==> config.mk <==
export PLATFORM = sky130hd
export DESIGN_NAME = lcd_timing_driver_flat
export DESIGN_NICKNAME = d
export VERILOG_FILES = /design/src/rtl/lcd_timing_driver_if.sv /design/src/rtl/lcd_timing_driver.sv /design/src/flat_wrapper.sv
export SDC_FILE = /design/constraint.sdc
export NUM_CORES = 1
export LEC_CHECK = 0
export CAP_MARGIN = 20
export CELL_PAD_IN_SITES_DETAIL_PLACEMENT = 1
export CELL_PAD_IN_SITES_GLOBAL_PLACEMENT = 2
export CORE_ASPECT_RATIO = 0.7
export CORE_UTILIZATION = 23
export CTS_CLUSTER_SIZE = 25
export DETAILED_ROUTE_END_ITERATION = 8
export PLACE_DENSITY = 0.93
export SLEW_MARGIN = 40
export SYNTH_ARGS = -nofsm -noshare
export SYNTH_HDL_FRONTEND = slang
export SYNTH_SLANG_ARGS = --single-unit
==> constraint.sdc <==
create_clock -name lcd_pclk -period 3.3 [get_ports lcd_pclk]
set_clock_uncertainty 0.05 [all_clocks]
set_input_delay 0.495 -clock lcd_pclk [delete_from_list [all_inputs] [get_ports lcd_pclk]]
set_output_delay 0.495 -clock lcd_pclk [all_outputs]
set_load 0.005 [all_outputs]
==> src/rtl/lcd_timing_driver_if.sv <==
// Bundles the content-stage handshake and panel pins of the LCD timing driver.
// master = timing driver, slave = content stage / panel side.
interface lcd_timing_driver_if;
    logic [23:0] pixel_data;
    logic        pattern_en;
    logic [10:0] pixel_xpos;
    logic [10:0] pixel_ypos;
    logic [10:0] h_disp;
    logic [10:0] v_disp;
    logic        lcd_hs;
    logic        lcd_vs;
    logic        lcd_de;
    logic [23:0] lcd_rgb;
    logic        lcd_bl;
    logic        lcd_rst;
    logic        frame_start;

    modport master (
        input  pixel_data, pattern_en,
        output pixel_xpos, pixel_ypos, h_disp, v_disp,
               lcd_hs, lcd_vs, lcd_de, lcd_rgb, lcd_bl, lcd_rst, frame_start
    );

    modport slave (
        output pixel_data, pattern_en,
        input  pixel_xpos, pixel_ypos, h_disp, v_disp,
               lcd_hs, lcd_vs, lcd_de, lcd_rgb, lcd_bl, lcd_rst, frame_start
    );
endinterface

==> src/rtl/lcd_timing_driver.sv <==
// RGB-LCD timing generator/output stage; TIMING_TEST_PATTERN_EN adds 8 colour bars.
// Latency: outputs decode the counters combinationally; pixel_xpos leads lcd_de by 1 cycle.
// Backpressure: none, free-running at lcd_pclk; content stage must answer in 1 cycle.
module lcd_timing_driver #(
    parameter int H_SYNC  = 41,
    parameter int H_BACK  = 2,
    parameter int H_DISP  = 480,
    parameter int H_FRONT = 2,
    parameter int H_TOTAL = 525,
    parameter int V_SYNC  = 10,
    parameter int V_BACK  = 2,
    parameter int V_DISP  = 272,
    parameter int V_FRONT = 2,
    parameter int V_TOTAL = 286
) (
    input  logic                lcd_pclk,
    input  logic                rst_n,
    lcd_timing_driver_if.master lcd
);

    localparam logic [10:0] H_SYNC_W = 11'(H_SYNC);
    localparam logic [10:0] V_SYNC_W = 11'(V_SYNC);
    localparam logic [10:0] H_LAST   = 11'(H_TOTAL - 1);
    localparam logic [10:0] V_LAST   = 11'(V_TOTAL - 1);
    localparam logic [10:0] HA       = 11'(H_SYNC + H_BACK);
    localparam logic [10:0] HA_M1    = 11'(H_SYNC + H_BACK - 1);
    localparam logic [10:0] H_END    = 11'(H_SYNC + H_BACK + H_DISP);
    localparam logic [10:0] H_END_M1 = 11'(H_SYNC + H_BACK + H_DISP - 1);
    localparam logic [10:0] VA       = 11'(V_SYNC + V_BACK);
    localparam logic [10:0] V_END    = 11'(V_SYNC + V_BACK + V_DISP);

    logic [10:0] h_cnt;
    logic [10:0] v_cnt;
    logic        v_act;
    logic        de;
    logic        data_req;
    logic [23:0] rgb;

    always_ff @(posedge lcd_pclk or negedge rst_n) begin
        if (!rst_n) begin
            h_cnt <= '0;
            v_cnt <= '0;
        end else if (h_cnt == H_LAST) begin
            h_cnt <= '0;
            v_cnt <= (v_cnt == V_LAST) ? 11'd0 : v_cnt + 11'd1;
        end else begin
            h_cnt <= h_cnt + 11'd1;
        end
    end

    assign v_act    = (v_cnt >= VA) && (v_cnt < V_END);
    assign de       = v_act && (h_cnt >= HA) && (h_cnt < H_END);
    // One column ahead of de so the content stage's register lines up with it.
    assign data_req = v_act && (h_cnt >= HA_M1) && (h_cnt < H_END_M1);

    assign lcd.lcd_hs      = (h_cnt >= H_SYNC_W);
    assign lcd.lcd_vs      = (v_cnt >= V_SYNC_W);
    assign lcd.lcd_de      = de;
    assign lcd.pixel_xpos  = data_req ? (h_cnt - HA_M1) : 11'd0;
    assign lcd.pixel_ypos  = v_act ? (v_cnt - VA) : 11'd0;
    assign lcd.h_disp      = 11'(H_DISP);
    assign lcd.v_disp      = 11'(V_DISP);
    assign lcd.lcd_bl      = 1'b1;
    assign lcd.lcd_rst     = 1'b1;
    assign lcd.frame_start = (h_cnt == 11'd0) && (v_cnt == 11'd0);

`ifdef TIMING_TEST_PATTERN_EN
    localparam logic [11:0] H_DISP_W12 = 12'(H_DISP);

    // bar_idx = floor(col*8/H_DISP) tracked as quotient/remainder, no divider.
    logic [2:0]  bar_idx;
    logic [11:0] bar_rem;
    logic [11:0] rem_step;
    logic [23:0] bar_rgb;

    assign rem_step = bar_rem + 12'd8;

    always_ff @(posedge lcd_pclk or negedge rst_n) begin
        if (!rst_n) begin
            bar_idx <= '0;
            bar_rem <= '0;
        end else if (h_cnt == HA_M1) begin
            bar_idx <= '0;
            bar_rem <= '0;
        end else if (rem_step >= H_DISP_W12) begin
            bar_idx <= bar_idx + 3'd1;
            bar_rem <= rem_step - H_DISP_W12;
        end else begin
            bar_rem <= rem_step;
        end
    end

    always_comb begin
        bar_rgb = 24'h000000;
        case (bar_idx)
            3'd0: bar_rgb = 24'hFFFFFF;
            3'd1: bar_rgb = 24'hFFFF00;
            3'd2: bar_rgb = 24'h00FFFF;
            3'd3: bar_rgb = 24'h00FF00;
            3'd4: bar_rgb = 24'hFF00FF;
            3'd5: bar_rgb = 24'hFF0000;
            3'd6: bar_rgb = 24'h0000FF;
            default: bar_rgb = 24'h000000;
        endcase
    end
`else
    logic unused_pattern_en;
    assign unused_pattern_en = lcd.pattern_en;
`endif

    always_comb begin
        rgb = 24'h000000;
        if (de) begin
            rgb = lcd.pixel_data;
`ifdef TIMING_TEST_PATTERN_EN
            if (lcd.pattern_en) begin
                rgb = bar_rgb;
            end
`endif
        end
    end

    assign lcd.lcd_rgb = rgb;

endmodule

==> src/flat_wrapper.sv <==
// flat-port wrapper written by rule: the top's interface ports become plain ports
module lcd_timing_driver_flat 
#(
    parameter int H_SYNC  = 41,
    parameter int H_BACK  = 2,
    parameter int H_DISP  = 480,
    parameter int H_FRONT = 2,
    parameter int H_TOTAL = 525,
    parameter int V_SYNC  = 10,
    parameter int V_BACK  = 2,
    parameter int V_DISP  = 272,
    parameter int V_FRONT = 2,
    parameter int V_TOTAL = 286
)
  (lcd_pclk, rst_n, lcd_pixel_data, lcd_pattern_en, lcd_pixel_xpos, lcd_pixel_ypos, lcd_h_disp, lcd_v_disp, lcd_lcd_hs, lcd_lcd_vs, lcd_lcd_de, lcd_lcd_rgb, lcd_lcd_bl, lcd_lcd_rst, lcd_frame_start);
  lcd_timing_driver_if lcd_i ();
  input  logic lcd_pclk;
  input  logic rst_n;
  input wire logic [$bits(lcd_i.pixel_data)-1:0] lcd_pixel_data;
  input wire logic [$bits(lcd_i.pattern_en)-1:0] lcd_pattern_en;
  output wire logic [$bits(lcd_i.pixel_xpos)-1:0] lcd_pixel_xpos;
  output wire logic [$bits(lcd_i.pixel_ypos)-1:0] lcd_pixel_ypos;
  output wire logic [$bits(lcd_i.h_disp)-1:0] lcd_h_disp;
  output wire logic [$bits(lcd_i.v_disp)-1:0] lcd_v_disp;
  output wire logic [$bits(lcd_i.lcd_hs)-1:0] lcd_lcd_hs;
  output wire logic [$bits(lcd_i.lcd_vs)-1:0] lcd_lcd_vs;
  output wire logic [$bits(lcd_i.lcd_de)-1:0] lcd_lcd_de;
  output wire logic [$bits(lcd_i.lcd_rgb)-1:0] lcd_lcd_rgb;
  output wire logic [$bits(lcd_i.lcd_bl)-1:0] lcd_lcd_bl;
  output wire logic [$bits(lcd_i.lcd_rst)-1:0] lcd_lcd_rst;
  output wire logic [$bits(lcd_i.frame_start)-1:0] lcd_frame_start;
  assign lcd_i.pixel_data = lcd_pixel_data;
  assign lcd_i.pattern_en = lcd_pattern_en;
  assign lcd_pixel_xpos = lcd_i.pixel_xpos;
  assign lcd_pixel_ypos = lcd_i.pixel_ypos;
  assign lcd_h_disp = lcd_i.h_disp;
  assign lcd_v_disp = lcd_i.v_disp;
  assign lcd_lcd_hs = lcd_i.lcd_hs;
  assign lcd_lcd_vs = lcd_i.lcd_vs;
  assign lcd_lcd_de = lcd_i.lcd_de;
  assign lcd_lcd_rgb = lcd_i.lcd_rgb;
  assign lcd_lcd_bl = lcd_i.lcd_bl;
  assign lcd_lcd_rst = lcd_i.lcd_rst;
  assign lcd_frame_start = lcd_i.frame_start;
  lcd_timing_driver #(.H_SYNC(H_SYNC), .H_BACK(H_BACK), .H_DISP(H_DISP), .H_FRONT(H_FRONT), .H_TOTAL(H_TOTAL), .V_SYNC(V_SYNC), .V_BACK(V_BACK), .V_DISP(V_DISP), .V_FRONT(V_FRONT), .V_TOTAL(V_TOTAL)) u_core (.lcd_pclk(lcd_pclk), .rst_n(rst_n), .lcd(lcd_i));
endmodule
=== Word-level counts from Yosys, hierarchy flattened ===
Index checks and enable logic that the tools add are counted.

* Memory bits (writable): 0
* Logic and storage cells: 29
* Output and inout bits: 74
* Bits of input ports: 27
* Memories kept: 0
* ROM bits: 0
* Bits in registers: 22
* Bits in latches: 0

* Reduce and logical (&&, ||, !) cells: 8
* Equal/unequal tests: 2
* Add/sub/neg operators: 4
* Divide/modulo/power cells: 0
* $mul: 0
* Magnitude comparators: 8
* Bitwise logic cells: 0
* Shift-type cells: 0
* Mux-type cells: 5

{| class="wikitable"
|+ Operators by type and width
! kind !! count
|-
| $mux 11 || 4
|-
| $ge 11x6->1 const B || 3
|-
| $mux 24 || 1
|-
| $add 11x1->11 const B || 2
|-
| $ge 11x4->1 const B || 2
|-
| $logic_not 11->1 || 2
|-
| $lt 11x10->1 const B || 2
|-
| $eq 11x10->1 const B || 1
|-
| $eq 11x9->1 const B || 1
|-
| $lt 11x9->1 const B || 1
|-
| $sub 11x4->11 const B || 1
|-
| $sub 11x6->11 const B || 1
|-
| $logic_and 1x1->1 || 6
|}

=== Logic depth before layout (Yosys ltp) ===
Gate-level depths: netlist (run 1).

* Depth in word-level cells: 5
* Mapped depth: 8
* Depth with buffers taken out: 6

=== Worst setup path after synthesis (run 1) ===
OpenSTA, ideal clock, no wires.

* Kind: reg2out
* Start point: register u_core.h_cnt[2]
* End point: output port lcd_pixel_xpos[3]
* Stages on the path, launching flop included: 8
* Slack: 0.820 ns
* Path buffers: 1
* Arrival: 1.935 ns
* Required time: 2.755 ns
* Path through: dfrtp_1 > clkbuf_1 > inv_1 > ha_1 > nor2b_1 > o21a_1 > o311ai_4 > nor4b_4

* Cells in the longest elaborated chain, start to end: 4
* Elaborated cells on any way between the ends: 6
* Classes of those cells: add/sub (1); order compare (2); mux (1); reduce/logical (2)

{| class="wikitable"
|+ RTL lines
! what !! line !! text
|-
| start, declared || lcd_timing_driver.sv:32 || <nowiki>logic [10:0] h_cnt;</nowiki>
|-
| start signal, assigned || lcd_timing_driver.sv:47 || <nowiki>h_cnt <= h_cnt + 11'd1;</nowiki>
|-
| $ge 11x6->1 || lcd_timing_driver.sv:54 || <nowiki>assign data_req = v_act && (h_cnt >= HA_M1) && (h_cnt < H_END_M1);</nowiki>
|-
| $logic_and 1x1->1 (2 in a row) || lcd_timing_driver.sv:54 ||
|-
| $mux 11 (*) || lcd_timing_driver.sv:59 || <nowiki>assign lcd.pixel_xpos = data_req ? (h_cnt - HA_M1) : 11'd0;</nowiki>
|-
| end, declared || flat_wrapper.sv:21 || <nowiki>output wire logic [$bits(lcd_i.pixel_xpos)-1:0] lcd_pixel_xpos;</nowiki>
|}

Mark *: on every way between the ends. The rest lies on a longest branch, timed or not.

=== Final worst setup path (run 1) ===
* Start point: register u_core.h_cnt[1]
* End point: output port lcd_pixel_xpos[3]

Same word-level chain as after synthesis.

==> results of run 1 <==
==> Yosys cell counts (2+ instances only) <==
library cell  number
nor3_1            43
inv_1             35
buf_4             25
nor2_1            25
dfrtp_1           22
nand2_1           19
ha_1              14
xor2_1            13
buf_2             10
nand3_1           10
xnor2_1           10
a21oi_1            6
clkbuf_1           6
nand4_1            6
nor4b_1            5
o21ai_0            5
nor4_1             4
or2_2              4
a21o_1             3
nor2b_1            3
o22ai_1            3
or3_1              3
and3_1             2
and4_1             2
buf_6              2
conb_1             2
nand3b_1           2
o211ai_1           2
o21a_1             2
o31ai_1            2
==> logic make-up after synthesis <==
| group | count (synthesis) |
|---|---|
| xor+xnor | 23 |
| buf+inv | 78 |
| other cells | 2 |
| flops | 22 |
| simple gates | 140 |
| compound gates | 29 |
| fa+ha+maj | 14 |
==> sequential cells by signal (all words and copies together), names as in the netlist <==
| name | count |
|---|---|
| u_core.v_cnt | 11 |
| u_core.h_cnt | 11 |
==> what timing repair did <==
action,in CTS,in global routing
gates resized for setup,0,1
endpoints found under the hold margin,0,0
buffers inserted,0,1
pin swaps,1,2
setup endpoints to repair,1,23
cloned,0,1
==> per-stage QoR <==
stage / power (W) / hold slack (ps) / setup WS (ps)
after global placement: 0.0003213 / 476.6 / 321.9
after global routing: 0.0006212 / 195.4 / 13.03
after CTS: 0.0006047 / 178.0 / 19.52
after floorplan: 0.0003069 / 149.4 / 820.0
final: 0.0005982 / 163.8 / 128.2
after detailed placement: 0.0003218 / 449.3 / 278.7
==> layer usage <==
metal	wire length [um]	GRT usage (%)	vias to the layer above
li1	-	-	1141
met5	0	0	-
met3	465	2.961	2
met2	3568	23.80	62
met1	3476	17.34	1164
met4	15	2.550	0
==> final cells by class <==
| class | instances | area, sq um | area share, % |
|---|---|---|---|
| Timing Repair Buffer | 93 | 893.4 | 27.08 |
| Tap cell | 128 | 160.2 | 4.854 |
| Inverter | 35 | 131.4 | 3.982 |
| Sequential cell | 22 | 550.5 | 16.69 |
| Clock buffer | 4 | 88.84 | 2.692 |
| Multi-Input combinational cell | 231 | 1475 | 44.71 |
==> power groups by stage <==
stage	combinational [W]	sequential [W]	clock [W]
after global routing	0.0000538	0.000270	0.000298
after CTS	0.0000473	0.000270	0.000288
final	0.0000473	0.000270	0.000281
after detailed placement	0.0000471	0.000275	0
after floorplan	0.0000321	0.000275	0
after global placement	0.0000466	0.000275	0
==> final timing paths <==
path,startpoint,depth (start not counted),endpoint
hold reg to reg,u_core.v_cnt[10],1,u_core.v_cnt[10]
setup reg to reg,u_core.h_cnt[7],5,u_core.v_cnt[3]
setup / recovery,u_core.h_cnt[1],7,lcd_pixel_xpos[3]
min in group lcd_pclk,u_core.v_cnt[10],1,u_core.v_cnt[10]
hold / removal,rst_n,1,u_core.h_cnt[2]
max in group asynchronous,rst_n,1,u_core.h_cnt[9]
==> run metrics, run 1 <==
post-synth top area share 23.55%; crit end category output port; I/O pin total 101; global-route wire length before repair 11610 um; clock power share 47.0%; Worst-Margin Slew 587.7 ps; area grow syn2layout 41.17%; Yosys reg bits 22; most used flip-flop cell after synthesis dfrtp_1; fin area 3299 sq um; Finished Layout Cells 513; post-layout util 33.68%; xor/xnor cell area share of the yosys netlist 8.619%; Critical Path Source Type flop; synth warn 0; r2r setup slk 1220 ps; # fillers 1191; sw power 0.0001164 W; total leakage power 1.489 nW; effective utilization at floorplan 23.86%; H-tree depth 1; worst path cell trace inv_1 > ha_1 > nor2b_1 > o21a_1 > o311ai_4 > nor4b_4 > clkdlybuf4s50_1; crit path buf inv count 2; Post-synth EDFFs 0; hpwl dp 5719 um; number of global-route vias before repair 2344; critical-path maximum fanout 9; Compound-Gate Fraction of Synth Area 9.208%; Max-slew headroom 60.61%; I/O Buffers 75; worst hold path type in2async; Synth Area in Simple Gates 33.08%; Max VDD drop 0.1281 mV; dpl cells 507; drt drc 0; drt wl/cell 14.67 um; endpoints failing setup 0; final worst path period share 96.12%; CTS Root Cell clkbuf_16; CP max stage cell clkdlybuf4s50_1; pwr dens 181.3 nW/um^2; Int Power 0.0004818 W; Final Hold Fails 0; Fmax 315.3 MHz; worst skew pair latency 250 ps; antenna viol nets, final 0; Comb pwr share 7.9%; Data arrival, critical path 2630 ps; Max Root-Sink Buffers 2; commonest cells after routing, fill and taps aside 74 x clkdlybuf4s50_1, 42 x nor3_1, 35 x inv_1; fin. max-slew vios 0; Placed Area 3171 sq um; Net Sw Frac 19.46%; row cnt 30; crit-path max cell delay 530 ps; post-synthesis mux area share 0%; Final min period 3172 ps; share of layout cells above drive strength 1 10.13%; ant diodes 0; initial antenna violation count 0; critical path class reg2out; CTS clk-pin slew, worst paths 60 ps; Detailed Routing Iterations Pass 1 4; die height 86.34 um; Sink Count 22; Worst EP required 2750 ps; Syn Inst Count 308; All-Layer GR Usage 13.65%; Sum Neg Setup Slack 0 ps; Core ar. 9797 sq um; crit-path leading delay family buffers and inverters; most common cell after layout, fill and taps aside clkdlybuf4s50_1; hold-fix buffers at CTS 0; placer congestion estimate 0.8232; DR iter-0 viols 69; Async SR Flop Fraction 100.0%; Synth area leader dfrtp_1; register area share after synthesis 23.55%; Syn Area/Cell 7.588 sq um; DIE WIDTH 122.5 um; Area contributors post-synth dfrtp_1 24%, nor3_1 9.2%, buf_4 8.0%; outcome finished, final reports clean; RSZ-0062 raised after global routing false; WL final 7526 um; DR vias 2369; grt total ovfl 0; drt via density 4.618; Unique masters post-synth 48; main combinational cell family by area after synthesis simple AND/OR/NAND/NOR gates; die area 10580 sq um; mapped cell area 2337 sq um; largest net degree at the start of global routing 26; fin nets 427; max cap viols 0; post-synthesis adder-cell area fraction 7.495%; CTS buffer count 3; TritonCTS clock tree yes; Sequential Power Share 45.1%
Power figures use the tool's default switching activity.
==> run 2, diff against run 1 <==
- REMOVE_ABC_BUFFERS: not set -> 1
==> run metrics, run 2 (synthesis gave the netlist of run 1 again) <==
outcome finished, final reports clean; Max Root-Sink Buffers 2; clock power share 47.4%; pwr dens 183.7 nW/um^2; WL final 7333 um; H-tree depth 1; crit end category output port; drt drc 0; row cnt 30; I/O Buffers 75; All-Layer GR Usage 13.65%; biggest regs u_core.h_cnt (11), u_core.v_cnt (11); CTS Root Cell clkbuf_16; Core ar. 9797 sq um; worst hold path type in2async; area grow syn2layout 40.42%; TritonCTS clock tree yes; max cap viols 0; largest net degree at the start of global routing 26; ant diodes 0; WHS 157.6 ps; Data arrival, critical path 2650 ps; R2R Path End u_core.v_cnt[2]; fin. max-slew vios 0; number of global-route vias before repair 2308; fin nets 424; Register-to-Register Path Depth 4; critical path class reg2out; effective utilization at floorplan 23.86%; sw power 0.0001207 W; placer congestion estimate 0.7890; CTS buffer count 3; Sink Count 22; Comb pwr share 7.9%; Critical Path Source Type flop; crit-path max cell delay 530 ps; drt via density 4.575; most common cell after layout, fill and taps aside clkdlybuf4s50_1; total leakage power 1.465 nW; DR iter-0 viols 93; worst skew pair latency 260 ps; Critical R2R Launch u_core.h_cnt[8]; global-route wire length before repair 11500 um; share of layout cells above drive strength 1 10.21%; Placed Area 3167 sq um; Max VDD drop 0.1219 mV; grt total ovfl 0; Net Sw Frac 20.02%; Final Hold Fails 0; commonest cells after routing, fill and taps aside 74 x clkdlybuf4s50_1, 42 x nor3_1, 35 x inv_1; worst path cell trace inv_1 > ha_1 > nor2b_1 > o21a_1 > o311ai_4 > nor3_1 > clkdlybuf4s50_1; Sequential Power Share 44.7%; Max-slew headroom 50.86%; hpwl dp 5738 um; initial antenna violation count 0; Int Power 0.0004821 W; fin area 3282 sq um; die area 10580 sq um; DIE WIDTH 122.5 um; r2r setup slk 1030 ps; Worst EP required 2750 ps; die height 86.34 um; Worst-Margin Slew 730.3 ps; final worst path period share 96.73%; I/O pin total 101; CP max stage cell o311ai_4; drt wl/cell 14.38 um; antenna viol nets, final 0; critical-path maximum fanout 9; CTS clk-pin slew, worst paths 60 ps; Detailed Routing Iterations Pass 1 4; Final min period 3192 ps; DR vias 2333; endpoints failing setup 0; Fmax 313.3 MHz
## run 2: how the worst max path moves through the flow
stage,from,end,cells after the start,slack (ps)
after CTS,u_core.h_cnt[1],lcd_pixel_xpos[3],7,60
after detailed placement,u_core.h_cnt[8],lcd_pixel_xpos[2],5,240
after global routing,u_core.h_cnt[1],lcd_pixel_xpos[8],7,-1
after global placement,u_core.v_cnt[7],lcd_pixel_xpos[9],5,270
after floorplan,u_core.h_cnt[2],lcd_lcd_de,6,700
final,u_core.h_cnt[1],lcd_pixel_xpos[2],7,110
## run 2: cell type report
cell class / count / area, sq um
Tap cell: 128 / 160.2
Inverter: 35 / 131.4
Sequential cell: 22 / 551.8
Fill cell: 1164 / 6515
Clock buffer: 4 / 88.84
Multi-Input combinational cell: 230 / 1484
Timing Repair Buffer: 91 / 865.8
## run 2: routing by layer
layer / up-vias / part of all wire, % / track usage [%] / routed length, um
met3: 7 / 5.8 / 2.237 / 426
met5: - / 0 / 0 / 0
met2: 72 / 47 / 23.14 / 3474
met1: 1124 / 46 / 17.70 / 3351
li1: 1130 / - / - / -
met4: 0 / 1.1 / 4.213 / 80
## run 2: power groups by stage
stage | Combinational [W] | Clock (W) | Sequential, W
CTS | 0.0000476 | 0.000295 | 0.000270
global route | 0.0000537 | 0.000303 | 0.000270
global placement | 0.0000467 | 0 | 0.000275
detailed placement | 0.0000473 | 0 | 0.000275
finish | 0.0000474 | 0.000286 | 0.000270
floorplan | 0.0000114 | 0 | 0.000275
## run 2: critical path, delay by kind of cell, from the launching register on
kind | cells | cell delay (ps)
compound gates | 2 | 780
buf+inv | 2 | 680
flops | 1 | 480
fa+ha+maj | 1 | 250
simple gates | 2 | 200
## run 2: per-stage QoR
step	power [W]	setup TNS (ps)	instances	util [%]	setup WS, ps
after CTS	0.0006125	0	510	33.37	61.39
after global routing	0.0006259	-1.368	510	33.50	-1.368
after floorplan	0.0002862	0	287	-	703.8
after detailed placement	0.0003220	0	505	32.32	236.8
final	0.0006028	0	510	33.50	108.1
after global placement	0.0003214	0	505	32.30	267.3
## run 2: repair_timing
item	4_1_cts	5_1_grt
endpoints found under the setup margin	12	13
setup buffers	1	0
pin swaps	2	1
gates cloned	0	0
hold buffers	0	0
resized for setup	1	2
